**config.mk**
```make
export PLATFORM = sky130hd
export DESIGN_NAME = if_fetch_align
export DESIGN_NICKNAME = d
export VERILOG_FILES = /design/src/rtl/if_fetch_align.sv
export SDC_FILE = /design/constraint.sdc
export NUM_CORES = 1
export LEC_CHECK = 0
export CAP_MARGIN = 20
export CORE_MARGIN = 4
export CORE_UTILIZATION = 35
export CTS_CLUSTER_DIAMETER = 30
export CTS_CLUSTER_SIZE = 40
export DETAILED_ROUTE_END_ITERATION = 16
export DONT_BUFFER_PORTS = 1
export PLACE_DENSITY = 0.58
export SYNTH_ARGS = -nofsm -noshare
export SYNTH_HDL_FRONTEND = slang
export SYNTH_SLANG_ARGS = --single-unit
```
**constraint.sdc**
```tcl
create_clock -name CLK -period 5.15 [get_ports CLK]
set_input_delay 0.515 -clock CLK [delete_from_list [all_inputs] [get_ports CLK]]
set_output_delay 0.515 -clock CLK [all_outputs]
set_load 0.01 [all_outputs]
```
**src/rtl/if_fetch_align.sv**
```systemverilog
// RV32IC instruction-fetch aligner: holds the fetch PC, reads whole words and
// carves out 16/32-bit instructions, using a one-halfword stash for straddlers.
module if_fetch_align #(
  parameter logic [31:0] RESET_PC  = 32'h0000_0000,
  parameter logic [31:0] NOP_INSTR = 32'h0000_0013
) (
  input  logic        CLK,
  input  logic        RESET,
  input  logic        ENA,
  input  logic        PC_SEL,
  input  logic [31:0] PC_TARGET,
  output logic [31:0] IMEM_ADDR,
  input  logic [31:0] IMEM_RDATA,
  output logic [31:0] OUT_INSTRUCTION,
  output logic [31:0] OUT_PC,
  output logic        OUT_COMPRESS,
  output logic        OUT_ILLEGAL,
  output logic        OUT_BUBBLE
);

  // Encoding is {half_valid, pc[1]}; 2'b10 is unreachable while the invariant holds.
  typedef enum logic [1:0] {
    ALIGNED    = 2'b00,
    MISALIGNED = 2'b01,
    INVALID    = 2'b10,
    BUFFERED   = 2'b11
  } fetch_state_e;

  logic [31:0]  pc_q, pc_d;
  logic [15:0]  half_buf_q, half_buf_d;
  logic         half_valid_q, half_valid_d;
  logic [31:0]  adv_pc;
  logic [15:0]  adv_buf;
  logic         adv_valid;
  logic [31:0]  word_addr;
  fetch_state_e state;

  assign state     = fetch_state_e'({half_valid_q, pc_q[1]});
  assign word_addr = {pc_q[31:2], 2'b00};

  function automatic logic is_rvc(input logic [15:0] half);
    return half[1:0] != 2'b11;
  endfunction

  // Emission and the "advance" next-state, both purely from state and IMEM_RDATA.
  always_comb begin
    // NOTE: every variable gets a default before the case so no path leaves it unassigned (no latch).
    adv_pc          = pc_q;
    adv_buf         = half_buf_q;
    adv_valid       = half_valid_q;
    OUT_INSTRUCTION = NOP_INSTR;
    OUT_PC          = pc_q;
    OUT_COMPRESS    = 1'b0;
    OUT_BUBBLE      = 1'b0;
    IMEM_ADDR       = half_valid_q ? word_addr + 32'd4 : word_addr;

    case (state)
      ALIGNED: begin
        if (is_rvc(IMEM_RDATA[15:0])) begin
          OUT_INSTRUCTION = {16'h0000, IMEM_RDATA[15:0]};
          OUT_COMPRESS    = 1'b1;
          adv_pc          = pc_q + 32'd2;
          adv_buf         = IMEM_RDATA[31:16];
          adv_valid       = 1'b1;
        end else begin
          OUT_INSTRUCTION = IMEM_RDATA;
          adv_pc          = pc_q + 32'd4;
        end
      end
      BUFFERED: begin
        if (is_rvc(half_buf_q)) begin
          OUT_INSTRUCTION = {16'h0000, half_buf_q};
          OUT_COMPRESS    = 1'b1;
          adv_pc          = pc_q + 32'd2;
          adv_valid       = 1'b0;
        end else begin
          OUT_INSTRUCTION = {IMEM_RDATA[15:0], half_buf_q};
          adv_pc          = pc_q + 32'd4;
          adv_buf         = IMEM_RDATA[31:16];
        end
      end
      MISALIGNED: begin
        if (is_rvc(IMEM_RDATA[31:16])) begin
          OUT_INSTRUCTION = {16'h0000, IMEM_RDATA[31:16]};
          OUT_COMPRESS    = 1'b1;
          adv_pc          = pc_q + 32'd2;
        end else begin
          // Upper half starts a 32-bit instruction: stash it and refetch the next word.
          OUT_BUBBLE = 1'b1;
          adv_buf    = IMEM_RDATA[31:16];
          adv_valid  = 1'b1;
        end
      end
      default: begin
        // Corrupted state: emit a bubble and drop the stash so fetch resynchronises.
        OUT_BUBBLE = 1'b1;
        adv_valid  = 1'b0;
      end
    endcase

    OUT_ILLEGAL = !OUT_BUBBLE &&
                  (OUT_COMPRESS ? (OUT_INSTRUCTION[15:0] == 16'h0000)
                                : (OUT_INSTRUCTION == 32'hFFFF_FFFF));
  end

  // Redirect wins over stall; the stash contents are left alone on redirect.
  always_comb begin
    pc_d         = pc_q;
    half_buf_d   = half_buf_q;
    half_valid_d = half_valid_q;
    if (PC_SEL) begin
      pc_d         = {PC_TARGET[31:1], 1'b0};
      half_valid_d = 1'b0;
    end else if (ENA) begin
      pc_d         = adv_pc;
      half_buf_d   = adv_buf;
      half_valid_d = adv_valid;
    end
  end

  always_ff @(posedge CLK or posedge RESET) begin
    if (RESET) begin
      pc_q         <= RESET_PC;
      half_buf_q   <= 16'h0000;
      half_valid_q <= 1'b0;
    end else begin
      // NOTE: non-blocking assignments so all state updates see pre-edge values.
      pc_q         <= pc_d;
      half_buf_q   <= half_buf_d;
      half_valid_q <= half_valid_d;
    end
  end

endmodule

```
==> metrics.yaml <==
worst_setup_path:
  critPathLaunchType: "register"
  cp-startpoint: "OUT_PC[1]$_DFFE_PP0P_"
  path_max_fanout: 17
  arrival_ns: 3.52
  r2r_start: "OUT_PC[1]$_DFFE_PP0P_"
  critPathRequiredTime_ns: 4.64
  cpPeakStageDelay_ns: 0.70
  crit_path_end: "OUT_ILLEGAL"
  end_kind: "output pin"
  crit_chain: "nor2b_1 > nand3_1 > a2111oi_4 > nand4_1 > or4_1 > o31ai_1"
  r2r_cells: 6
  worstSetupPathType: "reg -> out"
  cp_slowest_cell: "dfrtp_1"
  regToRegEndpoint: "half_buf_q[8]$_DFFE_PP0P_"
  r2r_slack_ns: 2.22
clocking:
  cts_buffers: 5
  clock_latency_ns: 0.29
  path_clk_slew_ns: 0.07
  holdBufCountCts: 0
  cts_setup_buffers: 0
  clock_path_buffers: 2
  cts_resized: 0
  cts_tree: "yes"
  clockRootBuffer: "clkbuf_16"
  htreeDepth: 2
  clock-sinks: 48
finish:
  fill_cells: 1166
  fin_util: 0.3826
  area_growth_pct: 5.308
  n_antenna_cell: 0
  final_cell_mix: "nand2_1, dfrtp_1, o21ai_0"
  drive_gt1_frac: 0.07900
  layout_commonest_cell: "nand2_1"
  nets: 551
synth:
  synth-main-ff-cell: "dfrtp_1"
  synthCells: 501
  ys_types: 56
  synth_area_leaders: "dfrtp_1, nand2_1, xnor2_1"
  yosysTopAreaCell: "dfrtp_1"
  async_flop_share: 1.000
  synth_edf_count: 0
  ys.warnings.count: 0
  synth_area_per_cell_um2: 7.999
  synth_seq_cells: 48
  synthesis.area_mm2: 0.004008
  synth_top_area_frac: 0.2997
  yosysSeqAreaShare: 0.2997
outcome:
  status: "completed"
global_routing:
  grt_pass1_wl_um: 20430
  antenna_found_initial: 0
  first_global_vias: 3771
  grt_usage: 0.1920
  grt-ovfl-total: 0
  grt_start_max_net_pins: 63
floorplan:
  coreArea_mm2: 0.01103
  die_w_um: 115.0
  dieArea_mm2: 0.01323
  std_cell_rows: 38
  ioPinCount: 167
  die_h_um: 115.0
  start_util: 0.3633
detailed_routing:
  wl_per_cell_um: 21.28
  drtIter0Drc: 288
  viasPerCell: 6.082
  drt_first_pass_iters: 5
  routed_wl_um: 13210
  drc: 0
  num_vias: 3777
  ant_nets: 0
power:
  intPower_mw: 0.7904
  combPwrFrac: 0.250
  leakagePower_nw: 1.615
  switching_power_mw: 0.4418
  power_density_mw_per_mm2: 292.0
  p_seq_frac: 0.439
  p_sw_frac: 0.3585
  clockPowerShare: 0.311
  ir_worst_vdd_mv: 0.1272
flow_run:
  cap_violations: 0
timing:
  fmax_mhz: 247.9
  rsz0062_at_grt: "false"
  worst_slew_pin_slew_ns: 0.9009
  tns_ns: 0
  setup_viol: 0
  finalCritPeriodShare: 0.7832
  whs_ns: 0.2753
  hold_viol: 0
  relSlewSlack: 0.3976
  drv_slew: 0
  finClkSkew_ns: 0.006948
  fin_crit_ns: 4.033
placement:
  dpl.hpwl_um: 9806
  routabilityCongestion: 0.9795
  port_buffers: 0
hold_path:
  hold_path.class: "in -> async"
==> cells in the mapped netlist, drive strengths merged (4+ instances only) <==
cell type,instances
inv,11
xnor2,29
nand2,86
dfrtp,48
mux2,17
and3,7
nor3,6
nor2,29
and4,4
a22oi,11
nand4,18
o21ai,40
nor2b,4
nand4b,4
clkbuf,18
a22o,15
nor4,10
and2,7
nand3,29
a21oi,14
xor2,28
buf,17
==> power by group through the flow <==
stage | clock (mW) | combinational, mW | sequential (mW)
finish | 0.384 | 0.308 | 0.541
global route | 0.409 | 0.338 | 0.553
CTS | 0.393 | 0.308 | 0.539
detailed placement | 0 | 0.307 | 0.547
global placement | 0 | 0.303 | 0.544
floorplan | 0 | 0.275 | 0.510
==> sequential cells by signal (all words and copies together), names as in the netlist <==
name,count
OUT_PC,31
half_buf_q,16
half_valid_q,1
==> how the worst min path moves through the flow <==
stage / slack, ns / cells after the start / to
after floorplan: 0.45 / 2 / half_buf_q[4]$_DFFE_PP0P_
after global placement: 0.47 / 2 / half_buf_q[4]$_DFFE_PP0P_
after detailed placement: 0.48 / 2 / half_buf_q[14]$_DFFE_PP0P_
after CTS: 0.29 / 1 / half_valid_q$_DFFE_PP0P_
after global routing: 0.29 / 1 / half_valid_q$_DFFE_PP0P_
final: 0.28 / 2 / OUT_PC[6]$_DFFE_PP0P_
==> per-layer routing <==
layer  routed length [um]  share of wire  vias to the layer above  track usage
met5                    0              0                        -            0
met4                  261          0.020                        0      0.05869
met3                 1036          0.078                       22      0.05000
met2                 6203           0.47                      181       0.3009
met1                 5712           0.43                     1827       0.2603
li1                     -              -                     1747            -
==> through the flow <==
stage | total power, mW | instances | worst slack, ns | instance area (um2)
2_1_floorplan | 0.7844 | 503 | 2.368 | 4015
3_3_place_gp | 0.8467 | 613 | 1.453 | 4053
3_5_place_dp | 0.8535 | 613 | 1.498 | 4053
4_1_cts | 1.240 | 621 | 1.164 | 4220
5_1_grt | 1.300 | 621 | 0.9932 | 4220
6_report | 1.232 | 621 | 1.117 | 4220
==> critical path: cells and delay by family (launching register included) <==
| kind | cells | cell delay, ns |
|---|---|---|
| AND/OR/NAND/NOR | 4 | 1.66 |
| AO/OA/AOI/OAI | 2 | 0.88 |
| flip-flops | 1 | 0.70 |
==> cells by family (layout without fill, tap and decap cells) <==
logic type	Yosys count	count (layout)	synth area share
mux	20	20	0.05526
buf+inv	47	25	0.05494
simple gates	218	218	0.2672
compound gates	107	107	0.1880
other cells	1	3	0.0009357
xor+xnor	57	57	0.1246
fa+ha+maj	3	3	0.009367
flops	48	48	0.2997
==> final cells by class <==
class                      count  area (um2)  share of cell area
multi-input combinational    408        2594              0.6146
inverter                      12       45.04             0.01067
sequential                    48        1201              0.2846
timing repair buffer           5       37.54            0.008894
clock inverter                 3       42.54             0.01008
clock buffer                   5       125.1             0.02965
tap                          140       175.2             0.04151
Note: power is estimated with default switching activity, not from simulation.
==> RTL edit: new RTL, config.mk and constraints unchanged <==
Reset style: synchronous (`RESET`), changed in one clocked block.
--- a/src/rtl/if_fetch_align.sv
+++ b/src/rtl/if_fetch_align.sv
@@ -119,5 +119,5 @@
   end
 
-  always_ff @(posedge CLK or posedge RESET) begin
+  always_ff @(posedge CLK) begin
     if (RESET) begin
       pc_q         <= RESET_PC;
Function: differs if RESET is asserted again (counterexample within 4 cycles, from zero or initial values and one cycle with RESET high); with RESET held inactive, the same outputs for 4 cycles.
==> RTL edit against the original RTL <==
Total power fell by 6.0%; die area rose by 19%; routed wire length rose by 41%; synthesized area rose by 21%; sequential share of layout area fell by 9.1 points; cell area rose by 18%; sequential cell count did not move; worst setup slack improved by 21 ps; count of clock-buffer cells in the layout did not move; highest routed layer unchanged.
==> RTL edit: results (changes against the original RTL) <==
outcome: "finished, final reports clean"
r2r_cells: 8  # +2
detailedRoute.firstPassIterationCount: 7  # +2
post_drt_wl_per_cell_um: 23.3  # +9.6%
yosys.cell_types.count: 70  # +25%
globalRouteMet2Util_pct: 33.5  # +3.4 points
metal2_wl_um: 8190  # +32%
route.layer.met1.wl_um: 7760  # +36%
comb_power_share_pct: 26.6  # +1.6 points
global_route_wire_length_before_repair_um: 29100  # +43%
gr-usage-met1_pct: 30.8  # +4.8 points
worstHoldPathType: "input port to flop"
worst_ep_arrival_ps: 3500  # -20 ps
grt_use_met3_pct: 7.33  # +2.3 points
vias_per_cell: 6.75  # +11%
detailed_route_iter0_violations: 796  # +180%
place_congestion: 0.971  # -0.83%
power_density_nw_per_um2: 233  # -20%
synth.top_cells.by_area: "sky130_fd_sc_hd__dfxtp_1 20%, sky130_fd_sc_hd__nor2_1 6.1%, sky130_fd_sc_hd__xnor2_1 5.1%"
total_leakage_power_uw: 0.00173  # +7.0%
final_net_count: 701  # +27%
nFillCells: 1426  # +22%
via_count_of_the_first_global_routing_pass: 5014  # +33%
vdd_drop_max_v: 0.000107  # -16%
groute.usage.overall_pct: 22.3  # +3.1 points
hpwl_um: 13400  # +36%
timing.critical_path.fanout_max: 42  # +25
synth-main-ff-cell: "sky130_fd_sc_hd__dfxtp_1"
internal-power_uw: 731  # -7.5%
asyncSetResetFlopFracSynth_pct: 0  # -100 points
synth_top_cells_by_count: "78 x sky130_fd_sc_hd__nor2_1, 63 x sky130_fd_sc_hd__nand2_1, 48 x sky130_fd_sc_hd__dfxtp_1, 44 x sky130_fd_sc_hd__a21oi_1, 39 x sky130_fd_sc_hd__nand3_1"
post_dp_cell_area_um2: 4790  # +18%
seq-power_uw: 460  # -15%
maximum_number_of_pins_on_one_net_before_global_route_repair: 49  # -22%
RTL edit: critical path, stage by stage, from the launching register on:
cell and delay, ps:
sky130_fd_sc_hd__dfxtp_1 640, sky130_fd_sc_hd__ha_1 230, sky130_fd_sc_hd__buf_4 360, sky130_fd_sc_hd__and3_1 760, sky130_fd_sc_hd__a32o_1 280, sky130_fd_sc_hd__nand2_1 60
sky130_fd_sc_hd__a32oi_1 340, sky130_fd_sc_hd__o2111ai_1 220, sky130_fd_sc_hd__o21ai_1 290
RTL edit: worst paths after layout:
path	start	to	slack, ps
max	OUT_PC[1]	OUT_ILLEGAL	1140
min	RESET	OUT_PC[30]	270
max reg2reg	OUT_PC[1]	OUT_PC[14]	1490
min reg2reg	half_buf_q[4]	half_buf_q[4]	510
RTL edit: logic make-up (layout without fill, tap and decap cells):
group                    after synthesis  after routing  synth area share, %
AND/OR/NAND/NOR                      284            284                 30.3
AO/OA/AOI/OAI                        200            200                 29.6
buffers and inverters                 81             29                 7.74
flip-flops                            48             48                 19.9
XOR/XNOR                              35             35                 6.34
multiplexers                          19             19                 3.93
adder cells (fa/ha/maj)                8              8                 2.07
other                                  1              3               0.0775
RTL edit: final cells by class:
type                       instances  area (µm²)  area share, %
timing repair buffer               7        52.6           1.06
clock buffer                       5         125           2.52
inverter                          14        52.6           1.06
multi-input combinational        549        3510           70.7
clock inverter                     3        42.5          0.857
tap                              176         220           4.44
sequential                        48         961           19.4
RTL edit: per-stage QoR:
| stage | util (%) | instances |
|---|---|---|
| global route | 37.0 | 802 |
| floorplan | - | 678 |
| global placement | 35.8 | 794 |
| finish | 37.0 | 802 |
| detailed placement | 35.8 | 794 |
| CTS | 37.0 | 802 |
